<file path="src/rtl/sseg_frame_reader.sv">
// rtl/sseg_frame_reader.sv - seven-segment bus capture and hex frame reconstruction
module sseg_frame_reader #(
  parameter int DIGITS        = 4,
  parameter int STABLE_CYCLES = 3
) (
  input  logic                  clk,
  input  logic                  rst_n,
  input  logic [DIGITS-1:0]     anode,
  input  logic [7:0]            cathode,
  input  logic                  clear,
  output logic [4*DIGITS-1:0]   value,
  output logic [DIGITS-1:0]     dp,
  output logic                  frame_valid,
  output logic [DIGITS-1:0]     digit_err,
  output logic                  bus_err
);

  typedef enum logic [1:0] {
    ST_IDLE,
    ST_TRACK,
    ST_LOCKED
  } state_t;

  localparam logic [3:0] STABLE = 4'(STABLE_CYCLES);

  logic [DIGITS-1:0]   s_anode;
  logic [7:0]          s_cathode;
  logic [DIGITS-1:0]   p_anode;
  logic [7:0]          p_cathode;
  state_t              state;
  state_t              state_d;
  logic [3:0]          count;
  logic [3:0]          count_d;
  logic                accept;
  logic [DIGITS-1:0]   seen;
  logic [DIGITS-1:0]   seen_d;
  logic [4*DIGITS-1:0] shadow_val;
  logic [4*DIGITS-1:0] shadow_val_d;
  logic [DIGITS-1:0]   shadow_dp;
  logic [DIGITS-1:0]   shadow_dp_d;
  logic [DIGITS-1:0]   sel;
  logic                multi;
  logic                onehot;
  logic                same;
  logic                nib_ok;
  logic [3:0]          nib;

  // Inverse of the hex segment map; returns {valid, nibble}, nibble 0 when unrecognised.
  function automatic logic [4:0] decode_seg(input logic [6:0] seg);
    case (seg)
      7'h3F:   decode_seg = {1'b1, 4'h0};
      7'h06:   decode_seg = {1'b1, 4'h1};
      7'h5B:   decode_seg = {1'b1, 4'h2};
      7'h4F:   decode_seg = {1'b1, 4'h3};
      7'h66:   decode_seg = {1'b1, 4'h4};
      7'h6D:   decode_seg = {1'b1, 4'h5};
      7'h7D:   decode_seg = {1'b1, 4'h6};
      7'h07:   decode_seg = {1'b1, 4'h7};
      7'h7F:   decode_seg = {1'b1, 4'h8};
      7'h6F:   decode_seg = {1'b1, 4'h9};
      7'h77:   decode_seg = {1'b1, 4'hA};
      7'h7C:   decode_seg = {1'b1, 4'hB};
      7'h39:   decode_seg = {1'b1, 4'hC};
      7'h5E:   decode_seg = {1'b1, 4'hD};
      7'h79:   decode_seg = {1'b1, 4'hE};
      7'h71:   decode_seg = {1'b1, 4'hF};
      default: decode_seg = {1'b0, 4'h0};
    endcase
  endfunction

  // Register the bus once and keep the previous sample for change detection.
  always_ff @(posedge clk or negedge rst_n) begin
    if (!rst_n) begin
      s_anode   <= '1;
      s_cathode <= '0;
      p_anode   <= '1;
      p_cathode <= '0;
    end else begin
      s_anode   <= anode;
      s_cathode <= cathode;
      p_anode   <= s_anode;
      p_cathode <= s_cathode;
    end
  end

  // Classify the registered sample: selected digits, collisions, and whether it moved.
  always_comb begin
    sel    = ~s_anode;
    multi  = (sel & (sel - DIGITS'(1))) != '0;
    onehot = (sel != '0) && !multi;
    same   = (s_anode == p_anode) && (s_cathode == p_cathode);
  end

  assign {nib_ok, nib} = decode_seg(s_cathode[6:0]);

  // Tracker state register.
  always_ff @(posedge clk or negedge rst_n) begin
    if (!rst_n) begin
      state <= ST_IDLE;
      count <= '0;
    end else begin
      state <= state_d;
      count <= count_d;
    end
  end

  // Dwell tracking: one acceptance once the sample has repeated STABLE_CYCLES times.
  always_comb begin
    state_d = state;
    count_d = count;
    accept  = 1'b0;
    if (clear || !onehot) begin
      state_d = ST_IDLE;
      count_d = '0;
    end else begin
      case (state)
        ST_IDLE: begin
          state_d = ST_TRACK;
          count_d = 4'd1;
        end
        ST_TRACK: begin
          if (!same) begin
            count_d = 4'd1;
          end else if (count == STABLE) begin
            state_d = ST_LOCKED;
            accept  = 1'b1;
          end else begin
            count_d = count + 4'd1;
          end
        end
        ST_LOCKED: begin
          if (!same) begin
            state_d = ST_TRACK;
            count_d = 4'd1;
          end
        end
        default: begin
          state_d = ST_IDLE;
          count_d = '0;
        end
      endcase
    end
  end

  // Shadow contents as they would be with the current digit merged in.
  always_comb begin
    shadow_val_d = shadow_val;
    shadow_dp_d  = shadow_dp;
    for (int i = 0; i < DIGITS; i++) begin
      if (sel[i]) begin
        shadow_val_d[4*i +: 4] = nib;
        shadow_dp_d[i]         = s_cathode[7];
      end
    end
    seen_d = seen | sel;
  end

  // Frame assembly, publishing and error flags; clear outranks a same-cycle acceptance.
  always_ff @(posedge clk or negedge rst_n) begin
    if (!rst_n) begin
      value       <= '0;
      dp          <= '0;
      frame_valid <= 1'b0;
      digit_err   <= '0;
      bus_err     <= 1'b0;
      seen        <= '0;
      shadow_val  <= '0;
      shadow_dp   <= '0;
    end else begin
      frame_valid <= 1'b0;
      bus_err     <= multi;
      if (clear) begin
        seen      <= '0;
        digit_err <= '0;
      end else if (accept) begin
        shadow_val <= shadow_val_d;
        shadow_dp  <= shadow_dp_d;
        if (!nib_ok) begin
          digit_err <= digit_err | sel;
        end
        if (&seen_d) begin
          value       <= shadow_val_d;
          dp          <= shadow_dp_d;
          frame_valid <= 1'b1;
          seen        <= '0;
        end else begin
          seen <= seen_d;
        end
      end
    end
  end

endmodule
</file>
<file path="config.mk">
export PLATFORM = sky130hd
export DESIGN_NAME = sseg_frame_reader
export DESIGN_NICKNAME = d
export VERILOG_FILES = /design/src/rtl/sseg_frame_reader.sv
export SDC_FILE = /design/constraint.sdc
export NUM_CORES = 1
export LEC_CHECK = 0
export BUFFER_PORTS_ARGS = -buffer_cell sky130_fd_sc_hd__buf_4
export CAP_MARGIN = 20
export CELL_PAD_IN_SITES_DETAIL_PLACEMENT = 1
export CELL_PAD_IN_SITES_GLOBAL_PLACEMENT = 1
export CORE_ASPECT_RATIO = 1.1
export CORE_MARGIN = 8
export CORE_UTILIZATION = 43
export DETAILED_ROUTE_END_ITERATION = 6
export PLACE_DENSITY_LB_ADDON = 0.2
export SETUP_SLACK_MARGIN = 0.5
export SLEW_MARGIN = 15
export SYNTH_ARGS = -nofsm -noshare
export SYNTH_HDL_FRONTEND = slang
export SYNTH_SLANG_ARGS = --single-unit
</file>
<file path="constraint.sdc">
create_clock -name clk -period 2.9 [get_ports clk]
set_clock_uncertainty 0.2 [all_clocks]
set_input_delay 0.29 -clock clk [delete_from_list [all_inputs] [get_ports clk]]
set_output_delay 0.29 -clock clk [all_outputs]
set_load 0.1 [all_outputs]
</file>
Word level (Yosys, flattened, before mapping)
Cells that the tools add are included.
{"block": "totals", "register_bits": 80, "in_bits": 15}
{"block": "classes", "eq_ne": 26, "n_bitwise": 5, "mux": 32, "n_reduce_logical": 15, "n_addsub": 2}
{"operator": "equality test 7 bit, second input constant", "count": 12}
{"operator": "case mux 5 bit (16 select lines)", "count": 1}
{"operator": "two-way mux 4 bit", "count": 14}
{"operator": "equality test 7 x 3 -> 1 bit, second input constant", "count": 2}
{"operator": "equality test 7 x 6 -> 1 bit, second input constant", "count": 2}
{"operator": "case mux 4 bit (3 select lines)", "count": 1}
{"operator": "two-way mux 1 bit", "count": 11}
{"operator": "!= test 3 bit, second input constant", "count": 3}
{"operator": "equality test 8 bit", "count": 1}
{"operator": "two-way mux 2 bit", "count": 4}
{"operator": "bitwise OR 4 bit", "count": 2}
{"operator": "nonzero test 4 bit", "count": 2}
{"operator": "case mux 2 bit (3 select lines)", "count": 1}
{"operator": "AND reduction 2 bit", "count": 3}
{"operator": "AND reduction 6 bit", "count": 1}
{"operator": "adder 4 x 1 -> 4 bit, second input constant", "count": 1}
{"operator": "AND 4 bit", "count": 1}
{"operator": "equality test 4 x 2 -> 1 bit, second input constant", "count": 1}
{"operator": "equality test 4 bit", "count": 1}
{"operator": "!= test 4 bit, second input constant", "count": 1}
{"operator": "NOT 4 bit", "count": 1}
{"operator": "AND reduction 4 bit", "count": 1}
{"operator": "subtractor 4 x 1 -> 4 bit, second input constant", "count": 1}
{"operator": "AND reduction 3 bit", "count": 1}
{"operator": "other kinds (9)", "count": 11}

Longest topological paths before layout
{"block": "depth", "word_depth": 11, "depth_mapped": 8, "mapped_depth_nobuf": 6}

Least setup slack after synthesis
No wires, ideal clock.
{"block": "synth_timing", "path_type": "reg-to-reg", "start": "reg s_anode[2]", "end": "reg value[10]", "path_buffers": 3, "t_required_ns": 2.575, "t_arrival_ns": 2.410, "path_slack_ns": 0.164, "stages_incl_launch_ff": 9, "setup_time_ns": 0.125, "synth_period_minus_slack_ns": 2.736, "cell_sequence": "dfstp_2 buf_2 xor2_1 nor4_2 nand3_2 or4_1 buf_2 buf_6 mux2_4"}
{"block": "synth_between", "elab_chain_cells": 10}
{"element": "from (decl)", "line_no": "26", "source": "logic [DIGITS-1:0] s_anode;"}
{"element": "from (signal assigned)", "line_no": "79", "source": "s_anode <= anode;"}
{"element": "NOT 4 bit", "line_no": "88", "source": "sel = ~s_anode;"}
{"element": "subtractor 4 x 1 -> 4 bit", "line_no": "89", "source": "multi = (sel & (sel - DIGITS'(1))) != '0;"}
{"element": "AND 4 bit", "line_no": "89"}
{"element": "nonzero test 4 bit", "line_no": "89"}
{"element": "zero test 1 bit", "line_no": "90", "source": "onehot = (sel != '0) && !multi;"}
{"element": "logical AND 1 bit", "line_no": "90"}
{"element": "zero test 1 bit", "line_no": "112", "source": "if (clear || !onehot) begin"}
{"element": "logical OR 1 bit", "line_no": "112"}
{"element": "two-way mux 1 bit", "line_no": "112"}
{"element": "AND reduction 6 bit (no line)"}
{"element": "to (signal assigned)", "line_no": "182", "source": "value <= shadow_val_d;"}
{"element": "to (decl)", "line_no": "11", "source": "output logic [4*DIGITS-1:0] value,"}
Parallel ways exist; a longest one is shown, timed or not.
A chain may end at the register's enable or synchronous reset.

Worst setup path after layout
{"block": "layout_timing", "start": "reg s_anode[2]", "end": "reg shadow_val[1]"}
{"block": "layout_between", "elab_chain_cells": 10}
{"element": "NOT 4 bit", "line_no": "88"}
{"element": "subtractor 4 x 1 -> 4 bit", "line_no": "89"}
{"element": "AND 4 bit", "line_no": "89"}
{"element": "nonzero test 4 bit", "line_no": "89"}
{"element": "zero test 1 bit", "line_no": "90"}
{"element": "logical AND 1 bit", "line_no": "90"}
{"element": "zero test 1 bit", "line_no": "112"}
{"element": "logical OR 1 bit", "line_no": "112"}
{"element": "two-way mux 1 bit *", "line_no": "112"}
{"element": "AND reduction 2 bit (no line) *"}
{"element": "to (signal assigned)", "line_no": "176", "source": "shadow_val <= shadow_val_d;"}
{"element": "to (decl)", "line_no": "37", "source": "logic [4*DIGITS-1:0] shadow_val;"}
Every way passes the cells marked *; elsewhere a longest branch is shown, timed or not.

==> out/metrics.yaml <==
status:
  outcome: "completed"
synth:
  ys.flop_type: "dfrtp_1"
  syn_nets: 311
  yosys.cell_types.count: 55
  synth_cells: 295
  synth_edf_count: 0
  synth_compound_gate_area_share_pct: 9.522
  synth-seq-area-share_pct: 53.35
  synth.area.mux_share_pct: 18.31
  synth_fa_ha_area_share_pct: 0.3318
  syn_area_um2: 3771
  avgSynthCellArea_um2: 12.78
  synth_warnings: 0
  synth-simple-area-share_pct: 11.45
  synth_seq_cells: 80
  synth_top_family_by_area: "multiplexers"
  async_flop_share_pct: 100.0
  synth-xor-area-share_pct: 3.948
critical_path:
  critical_path_arrival_ns: 2.58
  path_class: "flop to flop"
  crit_path_max_fanout: 6
  r2r_end: "shadow_val[1]$_DFFE_PN0P_"
  rr_startpoint: "s_anode[2]$_DFF_PN1_"
  critPathRequiredTime_ns: 2.93
  regToRegSetupSlack_ns: 0.35
  crit_start: "s_anode[2]$_DFF_PN1_"
  cp-start-kind: "flop"
  end_kind: "flop"
  worstRegToRegCells: 8
die:
  die_h_um: 114.2
  die_x_um: 105.3
  die_area_um2: 12030
  start_util_pct: 43.38
  rows: 36
  core_area_um2: 8693
  ioPinCount: 41
placement:
  post-place-cells: 452
  dp_hpwl_um: 6088
  place.gp.congestion: 0.8073
  io_buffers: 40
layout:
  area_growth_pct: 31.06
  layout.nets: 396
  diodes: 0
  stdcell_count: 498
  fill_cells: 859
  regArea_um2: 2016
  multiInputGateArea_um2: 1821
  drive_gt1_share_pct: 47.92
timing:
  hold_viol: 0
  rsz0062_at_grt: "yes"
  worst_pin_slew_ns: 0.4517
  fin_setup_tns_ns: 0
  fmax_ghz: 0.3916
  slew-limit-headroom_pct: 69.89
  post-route-min-period_ns: 2.554
  drv_slew: 0
  setup_violations: 0
  fin_crit_sh_pct: 88.06
power_and_ir_drop:
  ir_drop_mv: 0.2438
  leakagePower_nw: 2.357
  p_per_area_nw_per_um2: 429.5
grt:
  antenna_found_initial: 0
  grt_pass1_wl_um: 15370
  grt.overflow.total: 0
  grt_pass1_vias: 2977
  grt_max_degree: 81
  gr-usage-all-layers_pct: 15.79
clocking:
  htree_levels: 3
  tritoncts: "built"
  clkSinkCount: 80
  cts_buffers: 9
  clk_latency_ns: 0.35
  cts_buffer_depth: 2
  cts-root-buf: "clkbuf_8"
  path_clk_slew_ns: 0.08
routing:
  via_per_inst: 5.392
  drt_iter0_drc: 106
  wl_per_cell_um: 19.64
  drt-total-wl_um: 9782
  num_vias: 2685
  ant_nets: 0
  drcViolationCount: 0
  dr.pass1.iters: 4
min_path:
  hold_depth: 3
  holdPathEnd: "frame_valid$_DFF_PN0_"
  hp-class: "primary input to flop"
  hp-start: "clear"
run:
  max_cap_viol_count: 0
cell type report:
type	count	share of cell area [%]
inverters	7	0.6076
clock buffers	9	2.506
clock inverters	6	0.9367
well taps	114	2.886
multi-input cells	191	36.84
flip-flops and latches	80	40.78
repair buffers	91	15.44
per-layer routing:
layer  wire length (um)  up-vias  track usage [%]
li1                   -     1243                -
met1               4482     1388            19.50
met2               4898       44            26.54
met3                282       10            3.322
met4                119        0            5.714
met5                  0        -                0
where the power goes:
part	internal (mW)	switching (mW)
registers	1.14	0.0188
logic	0.0948	0.130
clock network	0.311	0.429
what timing repair did:
action                                 CTS  global route
setup endpoints to repair               48            47
gates cloned                             0             0
hold buffers                            13             0
setup buffers                           11             6
pin swaps                                1             5
endpoints found under the hold margin   84             0
gates resized for setup                  8            34
cell usage after synthesis (all sizes together) (5+ instances only):
library cell | n | area share, %
dfrtp | 72 | 48
mux2 | 56 | 18
nand2 | 18 | 1.8
xor2 | 12 | 2.8
clkbuf | 10 | 1.0
a21oi | 9 | 1.2
dfstp | 8 | 5.6
nor4 | 8 | 2.3
o21ai | 8 | 1.1
buf | 7 | 1.4
inv | 6 | 0.60
nor2 | 6 | 0.60
or4 | 6 | 1.2
nand2b | 5 | 0.83
nand3 | 5 | 0.80
o211a | 5 | 1.3
xnor2 | 5 | 1.2
kinds of logic (layout without fill, tap and decap cells):
family / Yosys count / in the layout
flops: 80 / 80
mux: 56 / 56
compound gates: 49 / 49
xor+xnor: 17 / 17
fa+ha+maj: 1 / 1
buf+inv: 24 / 113
simple gates: 68 / 68
worst max-delay path by stage:
stage,depth (start not counted),endpoint
after floorplan,8,value[10]$_DFFE_PN0P_
after global placement,6,value[2]$_DFFE_PN0P_
after detailed placement,6,dp[3]$_DFFE_PN0P_
after CTS,6,value[8]$_DFFE_PN0P_
after global routing,8,shadow_val[1]$_DFFE_PN0P_
final,8,shadow_val[1]$_DFFE_PN0P_
per-stage QoR:
stage | power [mW] | hold slack (ns) | util [%] | setup slack [ns] | instance area (um2)
final | 2.123 | 0.1164 | 56.85 | 0.3463 | 4942
after global routing | 2.203 | 0.1187 | 56.85 | 0.2549 | 4942
after CTS | 2.124 | 0.1023 | 54.15 | 0.4569 | 4707
after detailed placement | 1.354 | 0.2001 | 49.29 | 0.2670 | 4285
after global placement | 1.351 | 0.1997 | 49.29 | 0.2519 | 4285
after floorplan | 1.276 | -0.2056 | - | 0.3816 | 3792
worst max-delay path, stage by stage (launching register included):
cell	delay [ns]
dfstp_2	0.60
buf_6	0.14
xor2_4	0.06
nor4_4	0.32
nand3_2	0.14
buf_6	0.18
nor4_4	0.27
buf_6	0.18
mux2_2	0.34
flip-flops by register name, indices dropped and copies added, names as in the netlist:
signal / count
bus_err: 1
count: 4
digit_err: 4
dp: 4
frame_valid: 1
p_anode: 4
p_cathode: 8
s_anode: 4
s_cathode: 8
seen: 4
shadow_dp: 4
shadow_val: 16
state: 2
value: 16
cells in the final DEF, fill, tap and decap left out, drive strengths merged, types with 6 or more instances in the layout:
cell type / netlist / final
dfstp: 8 / 8
buf: 7 / 78
o21ai: 8 / 8
mux2: 56 / 56
dfrtp: 72 / 72
inv: 6 / 6
dlygate4sd3: 0 / 13
clkbuf: 10 / 9
xor2: 12 / 12
or4: 6 / 6
nand2: 18 / 18
nor4: 8 / 8
nor2: 6 / 6
a21oi: 9 / 9
(Power assumes the default switching activity.)
